===== src/rtl/gpio_pkg.sv =====
// Shared GPIO constants: data word width, switch block defaults
// and the sw_state field offsets used by the register read path.
package gpio_pkg;

  localparam int GPIO_DATA_W = 32;

  localparam int SW_WIDTH_DEF = 16;
  localparam int DEBOUNCE_CYCLES_DEF = 100000;

  localparam int SW_LO = 0;
  localparam int EDGE_LO = 16;

endpackage


===== src/rtl/debounce_bit.sv =====
// One switch bit: 2-flop synchronizer followed by a stability debouncer.
// Ports: clk, rst (sync, high), sw (raw), stable (debounced), change (flips now).
module debounce_bit #(
  parameter int DEBOUNCE_CYCLES = 100000
) (
  input  logic clk,
  input  logic rst,
  input  logic sw,
  output logic stable,
  output logic change
);

  localparam int CW = $clog2(DEBOUNCE_CYCLES + 1);
  localparam logic [CW-1:0] LAST = CW'(DEBOUNCE_CYCLES - 1);

  logic          meta;
  logic          synced;
  logic [CW-1:0] cnt;

  // High in the cycle whose edge will load synced into stable.
  assign change = (synced != stable) && (cnt == LAST);

  always_ff @(posedge clk) begin
    if (rst) begin
      meta   <= 1'b0;
      synced <= 1'b0;
      stable <= 1'b0;
      cnt    <= '0;
    end else begin
      meta   <= sw;
      synced <= meta;
      if (synced == stable) begin
        cnt <= '0;
      end else if (change) begin
        stable <= synced;
        cnt    <= '0;
      end else begin
        cnt <= cnt + 1'b1;
      end
    end
  end

endmodule


===== src/rtl/switch_registers.sv =====
// Switch register block: debounced switches, read port, change flag, edge irq.
// Ports: clk, rst, SW, rd_en -> sw_state, rd_valid, sw_changed, irq.
// Build option: define SW_EDGE_IRQ_EN for the rising-edge capture and irq.
module switch_registers
  import gpio_pkg::*;
#(
  parameter int SW_WIDTH        = SW_WIDTH_DEF,
  parameter int DEBOUNCE_CYCLES = DEBOUNCE_CYCLES_DEF
) (
  input  logic                   clk,
  input  logic                   rst,
  input  logic [SW_WIDTH-1:0]    SW,
  input  logic                   rd_en,
  output logic [GPIO_DATA_W-1:0] sw_state,
  output logic                   rd_valid,
  output logic                   sw_changed,
  output logic                   irq
);

  logic [SW_WIDTH-1:0]    stable;
  logic [SW_WIDTH-1:0]    change;
  logic [GPIO_DATA_W-1:0] rd_word;

  for (genvar i = 0; i < SW_WIDTH; i++) begin : g_db
    debounce_bit #(
      .DEBOUNCE_CYCLES(DEBOUNCE_CYCLES)
    ) u_db (
      .clk   (clk),
      .rst   (rst),
      .sw    (SW[i]),
      .stable(stable[i]),
      .change(change[i])
    );
  end

`ifdef SW_EDGE_IRQ_EN
  logic [SW_WIDTH-1:0] edge_cap;
  logic [SW_WIDTH-1:0] rise;
  logic [SW_WIDTH-1:0] cap_next;

  // A rise in the read cycle survives the clear.
  assign rise     = change & ~stable;
  assign cap_next = (rd_en ? '0 : edge_cap) | rise;

  always_ff @(posedge clk) begin
    if (rst) begin
      edge_cap <= '0;
      irq      <= 1'b0;
    end else begin
      edge_cap <= cap_next;
      irq      <= |cap_next;
    end
  end

  always_comb begin
    rd_word = '0;
    rd_word[SW_LO +: SW_WIDTH]   = stable;
    rd_word[EDGE_LO +: SW_WIDTH] = edge_cap;
  end
`else
  assign irq = 1'b0;

  always_comb begin
    rd_word = '0;
    rd_word[SW_LO +: SW_WIDTH] = stable;
  end
`endif

  always_ff @(posedge clk) begin
    if (rst) begin
      sw_state   <= '0;
      rd_valid   <= 1'b0;
      sw_changed <= 1'b0;
    end else begin
      rd_valid <= rd_en;
      if (rd_en) sw_state <= rd_word;
      // A change in the read cycle wins over the clear.
      sw_changed <= (|change) | (sw_changed & ~rd_en);
    end
  end

endmodule


===== config.mk =====
export PLATFORM = sky130hd
export DESIGN_NAME = switch_registers
export DESIGN_NICKNAME = d
export VERILOG_FILES = /design/src/rtl/gpio_pkg.sv /design/src/rtl/debounce_bit.sv /design/src/rtl/switch_registers.sv
export SDC_FILE = /design/constraint.sdc
export NUM_CORES = 1
export LEC_CHECK = 0
export ABC_AREA = 0
export BUFFER_PORTS_ARGS = -buffer_cell sky130_fd_sc_hd__clkbuf_2
export CAP_MARGIN = 20
export CORE_ASPECT_RATIO = 0.5
export CORE_UTILIZATION = 30
export CTS_CLUSTER_DIAMETER = 200
export DETAILED_ROUTE_END_ITERATION = 12
export HOLD_SLACK_MARGIN = 0.02
export PLACE_DENSITY = 0.48
export SLEW_MARGIN = 5
export SYNTH_ARGS = -nofsm -noshare
export SYNTH_HDL_FRONTEND = slang
export SYNTH_SLANG_ARGS = --single-unit
export TNS_END_PERCENT = 1

===== constraint.sdc =====
create_clock -name clk -period 6.3 [get_ports clk]
set_clock_uncertainty 0.1 [all_clocks]
set_input_delay 0.63 -clock clk [delete_from_list [all_inputs] [get_ports clk]]
set_output_delay 0.63 -clock clk [all_outputs]
set_load 0.01 [all_outputs]

* Yosys cells after proc, flatten, opt, wreduce, memory -nomap -nowiden
Cells that the tools add are included.
** Operators by class
- Reductions and logical operators :: 49
- Bitwise gates (word level) :: 19
- Equality and inequality tests :: 48
- Add/sub/neg operators :: 16
** Operator list (count)
- $add A17 B1 Y17 const B :: 16
- $eq A17 B17 Y1 const B :: 16
- $reduce_or A3 Y1 :: 16
- $reduce_and A2 Y1 :: 16
- $not A1 Y1 :: 17
- $eq A1 B1 Y1 :: 16
- $logic_and A1 B1 Y1 :: 16
- $ne A1 B1 Y1 :: 16
- $reduce_or A16 Y1 :: 1
- $and A1 B1 Y1 :: 1
- $or A1 B1 Y1 :: 1
** Word-level totals
- Output and inout bits :: 35
- Register bits :: 338
- Logic and storage cells :: 199
- Bits of input ports :: 19

* Logic depth before layout (Yosys ltp)
Gate-level depths: netlist of run 1.
- Depth in word-level cells :: 4
- Gate-level depth with buffers :: 9
- Depth with buffers taken out :: 7

* Modules after synthesis
Synthesis of run 1 repeated with hierarchy kept, for this count alone.
** Second synthesis, totals
- Cells, all modules :: 1605
- Area total of the unflattened synthesis :: 15302.2 µm²
** By module, submodules not included
- debounce_bit at g_db[0].u_db ... :: times used 15, cells each 95, area an instance 904.6 µm², seq. area each 400.4 µm²
- debounce_bit at g_db[9].u_db :: times used 1, cells each 100, area an instance 929.6 µm², seq. area each 400.4 µm²
- switch_registers :: times used 1, cells each 80, area an instance 803.3 µm², seq. area each 360.3 µm²

* Worst setup path after synthesis of run 1
No wires, ideal clock.
- Kind :: register -> register
- From :: register g_db[2].u_db.cnt[13]
- To :: register g_db[2].u_db.cnt[11]
- Buffers on the path :: 2
- Slack :: 4086 ps
- Stages on the path, launching flop included :: 8
- Arrival :: 2000 ps
- Required time :: 6085 ps
- Setup time :: 115 ps
- Clock period less this slack :: 2214 ps
- Cells stage by stage :: dfxtp_1 or4_1 or4_4 nor4_4 or2_1 buf_6 buf_8 nor2_1
** Between the ends
- Word-level cells in the longest chain between the ends :: 3
** Ends and longest elaborated chain
- from (decl) :: RTL line debounce_bit.sv:18 : logic [CW-1:0] cnt;
- from (signal assigned) :: RTL line debounce_bit.sv:38 : cnt <= cnt + 1'b1;
- $eq A17 B17 Y1 :: RTL line debounce_bit.sv:21 : assign change = (synced != stable) && (cnt == LAST);
- $logic_and A1 B1 Y1 :: RTL line debounce_bit.sv:21
- $reduce_or A3 Y1 (no line)
Every way passes these cells.
A chain may end at the register's enable or synchronous reset.

* Worst setup path in the final report of run 1
- From :: register g_db[9].u_db.cnt[0]
- To :: register g_db[9].u_db.cnt[4]
** Between the ends
- Word-level cells in the longest chain between the ends :: 3
- Elaborated cells between the ends (all ways) :: 4
- Classes of those cells :: add/sub: 1; eq/ne: 1; reduce/logical: 2
** Ends and longest elaborated chain (RTL line)
- from (decl) :: debounce_bit.sv:18
- from (signal assigned) :: debounce_bit.sv:38
- branches (longest 3 deep; another with $add A17 B1 Y17)
Parallel ways; which one is timed is not known.

==> flow_summary.yaml, run 1 <==
run_status:
  run_status: "finished, final reports clean"
sta:
  fin_setup_tns_ns: 0
  achievable-frequency_ghz: 0.390
  rsz_0062_raised_after_global_routing: "no"
  slew_violations: 0
  max_slew_margin_pct: 40.7
  finalHoldViolCount: 0
  finalCriticalPeriod_ns: 2.57
  worst_slew_pin_slew_ns: 0.889
  holdWs_ns: 0.218
  final.period_utilization_pct: 40.7
  timing.final.setup_violations: 0
worst_setup_path:
  worstSetupPathType: "flip-flop to flip-flop"
  critPathBufInv: 0
  critical_path_required_time_ns: 6.59
  crit_path_start_kind: "flip-flop"
  worst_setup_path_end_kind: "flip-flop"
  cpLargestDelayFamily: "simple AND/OR/NAND/NOR gates"
  crit_path_dat_ns: 2.85
  critical_path.max_stage_delay_ns: 0.64
  timing.critical_path.cells: "ha_1 -> and4_1 -> nand2_1 -> nor4_1 -> or3_1 -> nor2_1"
  critical_path_peak_fanout: 17
  crit_slowest_cell: "sky130_fd_sc_hd__nor4_1"
global_routing:
  first_global_vias: 8968
  grt_remaining_overflow: 0
  grt_antenna_before_repair: 0
  grt_pass1_wl_um: 44600
  total_grt_usage_pct: 11.2
  grt_start_max_net_pins: 83
detailed_routing:
  drc_violation_total_after_the_first_tritonroute_iteration: 505
  antenna_violating_nets_left: 0
  post-route-drc-count: 0
  post_drt_wl_per_cell_um: 11.7
  vias_per_cell: 4.35
  wire_length_reported_by_the_detailed_router_um: 26100
  dr.pass1.iters: 5
  dr_total_vias: 9743
synthesis:
  post_synth_instance_area_um2: 13900
  synthesis.instances: 1557
  async_reset_ff_share_pct: 0
  synth_enable_flop_cells: 0
  post_synth.cell_area_avg_um2: 8.95
  yosysWarningCount: 0
  ys_dominant_reg_cell: "sky130_fd_sc_hd__dfxtp_1"
  synth.ff_latch_count: 338
  seq_area_frac_synth_pct: 48.5
  synth_cell_types: 44
clock_tree:
  cts.htree.levels: 2
  holdBufCountCts: 0
  cts.clk_slew.worst_paths_ns: 0.06
  clock_buffers_created_by_tritoncts: 35
  cts_tree: "done"
  post_cts.resized_instances: 0
  clock-root-buffer: "sky130_fd_sc_hd__clkbuf_16"
  cts-root-to-sink-buffers: 3
  clk_latency_ns: 0.52
  clock_sinks: 338
  postCtsSetupBuffers: 0
floorplan:
  floorplan.rows: 55
  die_area_um2: 47400
  ioPinCount: 54
  floorplan.die.height_um: 154
  die_w_um: 307
  floorplan.initialDensity_pct: 30.6
  core_um2: 45500
layout:
  finalNetCount: 1621
  antennaDiodeCount: 0
  drive_above_1_share_pct: 6.27
  flow.area_growth_from_synthesis_pct: 13.4
placed_design:
  dp_hpwl_um: 17300
  port-buffer-count: 36
  routabilityCongestion: 0.753
power:
  power_leakage_nw: 5.27
  powerDensity_nw_per_um2: 273
  max-vdd-ir-drop_v: 0.000152
min_path:
  hp-class: "primary input to flip-flop"
run:
  maxCapViolCount: 0
worst reg2reg max path: stages, from the launching register on:
cell and delay, ns:
sky130_fd_sc_hd__dfxtp_1 0.35, sky130_fd_sc_hd__ha_1 0.20, sky130_fd_sc_hd__and4_1 0.36, sky130_fd_sc_hd__nand2_1 0.10
sky130_fd_sc_hd__nor4_1 0.64, sky130_fd_sc_hd__or3_1 0.58, sky130_fd_sc_hd__nor2_1 0.12
power by group:
part | switching (W) | internal, W | leakage, nW
registers | 0.00000660 | 0.00215 | 2.73
logic | 0.0000387 | 0.0000177 | 1.97
clock network | 0.000859 | 0.00125 | 0.573
total | 0.000904 | 0.00342 | 5.27
routing by layer:
metal	GRT usage (%)	vias to the layer above	wire length [um]
met5	0	-	0
met4	3.60	0	546
met3	2.26	48	718
met2	16.8	74	11000
met1	16.0	4452	13900
li1	-	5169	-
stage by stage:
stage | power (W) | utilization, % | setup slack [ns] | instances | area, um^2
finish | 0.00432 | 34.7 | 3.73 | 2238 | 15800
global route | 0.00450 | 34.7 | 3.41 | 2238 | 15800
CTS | 0.00440 | 34.7 | 3.69 | 2238 | 15800
detailed placement | 0.00226 | 32.2 | 3.71 | 2176 | 14600
global placement | 0.00226 | 32.2 | 3.66 | 2176 | 14600
floorplan | 0.00225 | - | 4.09 | 1573 | 14000
cell families (layout without fill, tap and decap cells):
group	count (synthesis)	count (layout)	share of synthesized area, %
xor+xnor	251	251	15.8
simple gates	819	819	28.4
other cells	1	17	0.0269
fa+ha+maj	16	16	1.44
buf+inv	89	127	3.15
flops	338	338	48.5
mux	32	32	2.30
compound gates	11	11	0.404
flip-flops by register name (all words and copies together) (netlist names):
register and cells:
g_db.u_db.cnt 272, g_db.u_db.meta 16, g_db.u_db.stable 16, g_db.u_db.synced 16, sw_state 16, rd_valid 1
sw_changed 1
path summary, 6_finish.rpt:
kind	depth (start not counted)	slack, ns	to	start
worst min-delay path	2	0.22	g_db[15].u_db.meta$_SDFF_PP0_	SW[15]
worst min register to register	1	0.33	g_db[2].u_db.synced$_SDFF_PP0_	g_db[2].u_db.meta$_SDFF_PP0_
worst max register to register	6	3.73	g_db[9].u_db.cnt[4]$_SDFF_PP0_	g_db[9].u_db.cnt[0]$_SDFF_PP0_
worst max-delay path	6	3.73	g_db[9].u_db.cnt[4]$_SDFF_PP0_	g_db[9].u_db.cnt[0]$_SDFF_PP0_
Yosys cell counts, drive strengths merged, types with 3 or more instances:
cell,count,area (um^2)
nor2b,35,219
nand2,98,368
and4,14,123
nor2,368,1380
and3,46,290
o21ai,5,25.0
nand3,99,495
and4b,3,30.0
or4,11,86.3
nor4,15,109
dfxtp,338,6770
nor4b,14,123
xnor2,111,972
ha,16,200
or3,18,113
clkbuf,26,97.6
nand4b,6,52.6
nand4,44,275
nor3,25,125
and2,7,43.8
xor2,140,1230
or2,4,25.0
inv,28,105
nand2b,4,25.0
mux2i,32,320
buf,35,236
a21oi,5,25.0
layout make-up:
type | count | area (um^2)
Inverter | 28 | 105
Timing Repair Buffer | 37 | 190
Sequential cell | 338 | 6770
Clock inverter | 13 | 150
Fill cell | 4722 | 29700
Tap cell | 627 | 785
Clock buffer | 49 | 1010
Multi-Input combinational cell | 1146 | 6790
placed cells by master (no fill, tap or decap), types with 8 or more instances in the layout:
cell type	n
sky130_fd_sc_hd__mux2i_1	32
sky130_fd_sc_hd__dfxtp_1	338
sky130_fd_sc_hd__nand2_1	98
sky130_fd_sc_hd__ha_1	16
sky130_fd_sc_hd__nor4_1	14
sky130_fd_sc_hd__and3_1	44
sky130_fd_sc_hd__clkbuf_1	8
sky130_fd_sc_hd__nand3_1	99
sky130_fd_sc_hd__and4_1	14
sky130_fd_sc_hd__xor2_1	140
sky130_fd_sc_hd__clkbuf_2	35
sky130_fd_sc_hd__nor4b_1	14
sky130_fd_sc_hd__or4_1	10
sky130_fd_sc_hd__xnor2_1	111
sky130_fd_sc_hd__nor2b_1	35
sky130_fd_sc_hd__conb_1	17
sky130_fd_sc_hd__nand4_1	44
sky130_fd_sc_hd__nor3_1	25
sky130_fd_sc_hd__clkbuf_16	37
sky130_fd_sc_hd__inv_1	28
sky130_fd_sc_hd__nor2_1	368
sky130_fd_sc_hd__or3_1	18
Power figures use the tool's default switching activity.
==> inputs of run 2 (changes only) <==
--- a/config.mk
+++ b/config.mk
@@ -13,7 +13,7 @@
 export CTS_CLUSTER_DIAMETER = 200
 export DETAILED_ROUTE_END_ITERATION = 12
 export HOLD_SLACK_MARGIN = 0.02
-export PLACE_DENSITY = 0.48
+export PLACE_DENSITY = 0.49
 export SLEW_MARGIN = 5
 export SYNTH_ARGS = -nofsm -noshare
 export SYNTH_HDL_FRONTEND = slang
==> constraint.sdc (replaced) <==
create_clock -name clk -period 2.2 [get_ports clk]
set_clock_uncertainty 0.1 [all_clocks]
set_input_delay 0.22 -clock clk [delete_from_list [all_inputs] [get_ports clk]]
set_output_delay 0.22 -clock clk [all_outputs]
set_load 0.01 [all_outputs]
==> run 2 against run 1 <==
Effect of this change:
- first-iteration DRC count down 34%
- fmax up 24%
- clock-buffer cell count shrank 2
- combinational power grew to 4.0 times the previous value
- total power increased to 3.1 times the previous value
- via count increased by 1.7%
- setup slack worse by 3.6 ns
- utilization is 2.0 points higher
- non-clock buffer count rose by 74
- register-to-register slack got worse by 3.6 ns
- final cell count grew 3.4%
- largest cell class unchanged
==> flow_summary.yaml, run 2 (synthesis gave the netlist of run 1 again) <==
run_status:
  run_status: "finished, final reports clean"
layout:
  largest_register_ffs: 272
  postLayoutCoreUtil_pct: 36.8
  commonest_non_fill_non_tap_cells_in_the_layout: "sky130_fd_sc_hd__nor2_1, sky130_fd_sc_hd__dfxtp_1, sky130_fd_sc_hd__xor2_1"
  layout.filler_cells: 4714
  top_register: "g_db.u_db.cnt"
  multi_input_logic_area_um2: 6850
  flow.area_growth_from_synthesis_pct: 20.0
  mostFrequentLayoutCell: "sky130_fd_sc_hd__nor2_1"
  antennaDiodeCount: 0
  finalNetCount: 1695
  regArea_um2: 6770
  drive_above_1_share_pct: 10.1
sta:
  fin_setup_tns_ns: 0
  final.period_utilization_pct: 94.4
  finalHoldViolCount: 0
  finalCriticalPeriod_ns: 2.08
  holdWs_ns: 0.0485
  max_slew_margin_pct: 63.0
  worst_slew_pin_slew_ns: 0.551
  achievable-frequency_ghz: 0.482
  slew_violations: 0
  rsz_0062_raised_after_global_routing: "yes"
  timing.final.setup_violations: 0
floorplan:
  core_um2: 45500
  die_area_um2: 47400
  floorplan.initialDensity_pct: 30.6
  die_w_um: 307
  floorplan.die.height_um: 154
  ioPinCount: 54
  floorplan.rows: 55
clock_tree:
  cts.htree.levels: 2
  postCtsSetupBuffers: 0
  clk_latency_ns: 0.53
  clock-root-buffer: "sky130_fd_sc_hd__clkbuf_16"
  clock_sinks: 338
  cts.clk_slew.worst_paths_ns: 0.06
  clock_buffers_created_by_tritoncts: 35
  cts_tree: "done"
  cts-root-to-sink-buffers: 3
global_routing:
  first_global_vias: 9356
  grt_antenna_before_repair: 0
  total_grt_usage_pct: 11.2
  grt_pass1_wl_um: 45100
  grt_start_max_net_pins: 34
  grt_remaining_overflow: 0
placed_design:
  port-buffer-count: 36
  routabilityCongestion: 0.747
  dp_hpwl_um: 17600
worst_setup_path:
  worstSetupPathType: "flip-flop to flip-flop"
  critical_path.max_stage_delay_ns: 0.57
  timing.critical_path.cells: "ha_2 -> and4_1 -> nand2_2 -> nor4_4 -> or4_4 -> nor4b_4 -> a31oi_1"
  crit_path_dat_ns: 2.37
  cp-endpoint: "sw_changed$_SDFF_PP0_"
  regToRegEndpoint: "sw_changed$_SDFF_PP0_"
  worst_setup_path_end_kind: "flip-flop"
  flop_to_flop_setup_slack_ns: 0.12
  critical_path_cell_count: 7
  crit_slowest_cell: "sky130_fd_sc_hd__or4_4"
  cpLargestDelayFamily: "simple AND/OR/NAND/NOR gates"
  crit_path_start_kind: "flip-flop"
  cp-startpoint: "g_db[2].u_db.cnt[0]$_SDFF_PP0_"
  critical_path_peak_fanout: 3
  critical_path_required_time_ns: 2.50
  critPathBufInv: 0
  reg2reg_depth: 7
  worst_r2r_startpoint: "g_db[2].u_db.cnt[0]$_SDFF_PP0_"
detailed_routing:
  drc_violation_total_after_the_first_tritonroute_iteration: 333
  post-route-drc-count: 0
  dr.pass1.iters: 4
  wire_length_reported_by_the_detailed_router_um: 26000
  post_drt_wl_per_cell_um: 11.3
  dr_total_vias: 9912
  antenna_violating_nets_left: 0
  vias_per_cell: 4.29
power:
  design_power_total_w: 0.0132
  powerDensity_nw_per_um2: 789
  max-vdd-ir-drop_v: 0.000554
  power_leakage_nw: 5.77
min_path:
  hp-class: "primary input to flip-flop"
run:
  maxCapViolCount: 0
run 2: changes by cell type in the layout (fill, tap and decap cells not counted), moves of 6 or more:
cell | before | now
sky130_fd_sc_hd__buf_4 | 2 | 48
sky130_fd_sc_hd__dlygate4sd3_1 | 0 | 21
sky130_fd_sc_hd__buf_12 | 0 | 7
sky130_fd_sc_hd__bufinv_16 | 3 | 9
run 2: worst min path at each step:
stage                                       from                             end  slack, ns  cells past startpoint
finish                                     rd_en             rd_valid$_SDFF_PP0_       0.05                      2
global route                               rd_en             rd_valid$_SDFF_PP0_       0.04                      2
CTS                                        rd_en             rd_valid$_SDFF_PP0_       0.03                      2
detailed placement  g_db[2].u_db.meta$_SDFF_PP0_  g_db[2].u_db.synced$_SDFF_PP0_       0.32                      1
global placement    g_db[8].u_db.meta$_SDFF_PP0_  g_db[8].u_db.synced$_SDFF_PP0_       0.32                      1
floorplan                                  SW[0]    g_db[0].u_db.meta$_SDFF_PP0_       0.25                      1
run 2: power by group:
part	internal, W	total [W]	switching (W)
Combinational	0.000102	0.000226	0.000124
Clock	0.00432	0.00681	0.00249
Sequential	0.00616	0.00617	0.0000186
Total	0.0106	0.0132	0.00263
run 2: cell type report:
class | count | area share (%)
Multi-Input combinational cell | 1146 | 40.9
Clock inverter | 16 | 1.94
Inverter | 28 | 0.628
Sequential cell | 338 | 40.4
Clock buffer | 47 | 6.06
Tap cell | 627 | 4.69
Timing Repair Buffer | 111 | 5.29
run 2: routing by layer:
layer  up-vias  part of all wire [%]  GRT usage, %
met5         -                     0             0
met3        41                   3.4          2.69
li1       5318                     -             -
met2        77                    42          17.2
met1      4476                    52          15.7
met4         0                   1.9          3.12
run 2: per-stage QoR:
| stage | worst slack (ns) | instances | area, um^2 |
|---|---|---|---|
| after detailed placement | -0.00987 | 2229 | 15100 |
| final | 0.123 | 2313 | 16700 |
| after CTS | 0.0332 | 2313 | 16700 |
| after floorplan | -0.00393 | 1573 | 14000 |
| after global routing | 0.00598 | 2313 | 16700 |
| after global placement | 0.0709 | 2229 | 15100 |
run 2: repair_timing:
action | CTS | global route
endpoints found under the hold margin | 33 | 0
pin swaps | 0 | 3
setup endpoints to repair | 1 | 61
hold buffers | 21 | 0
resized for setup | 1 | 12
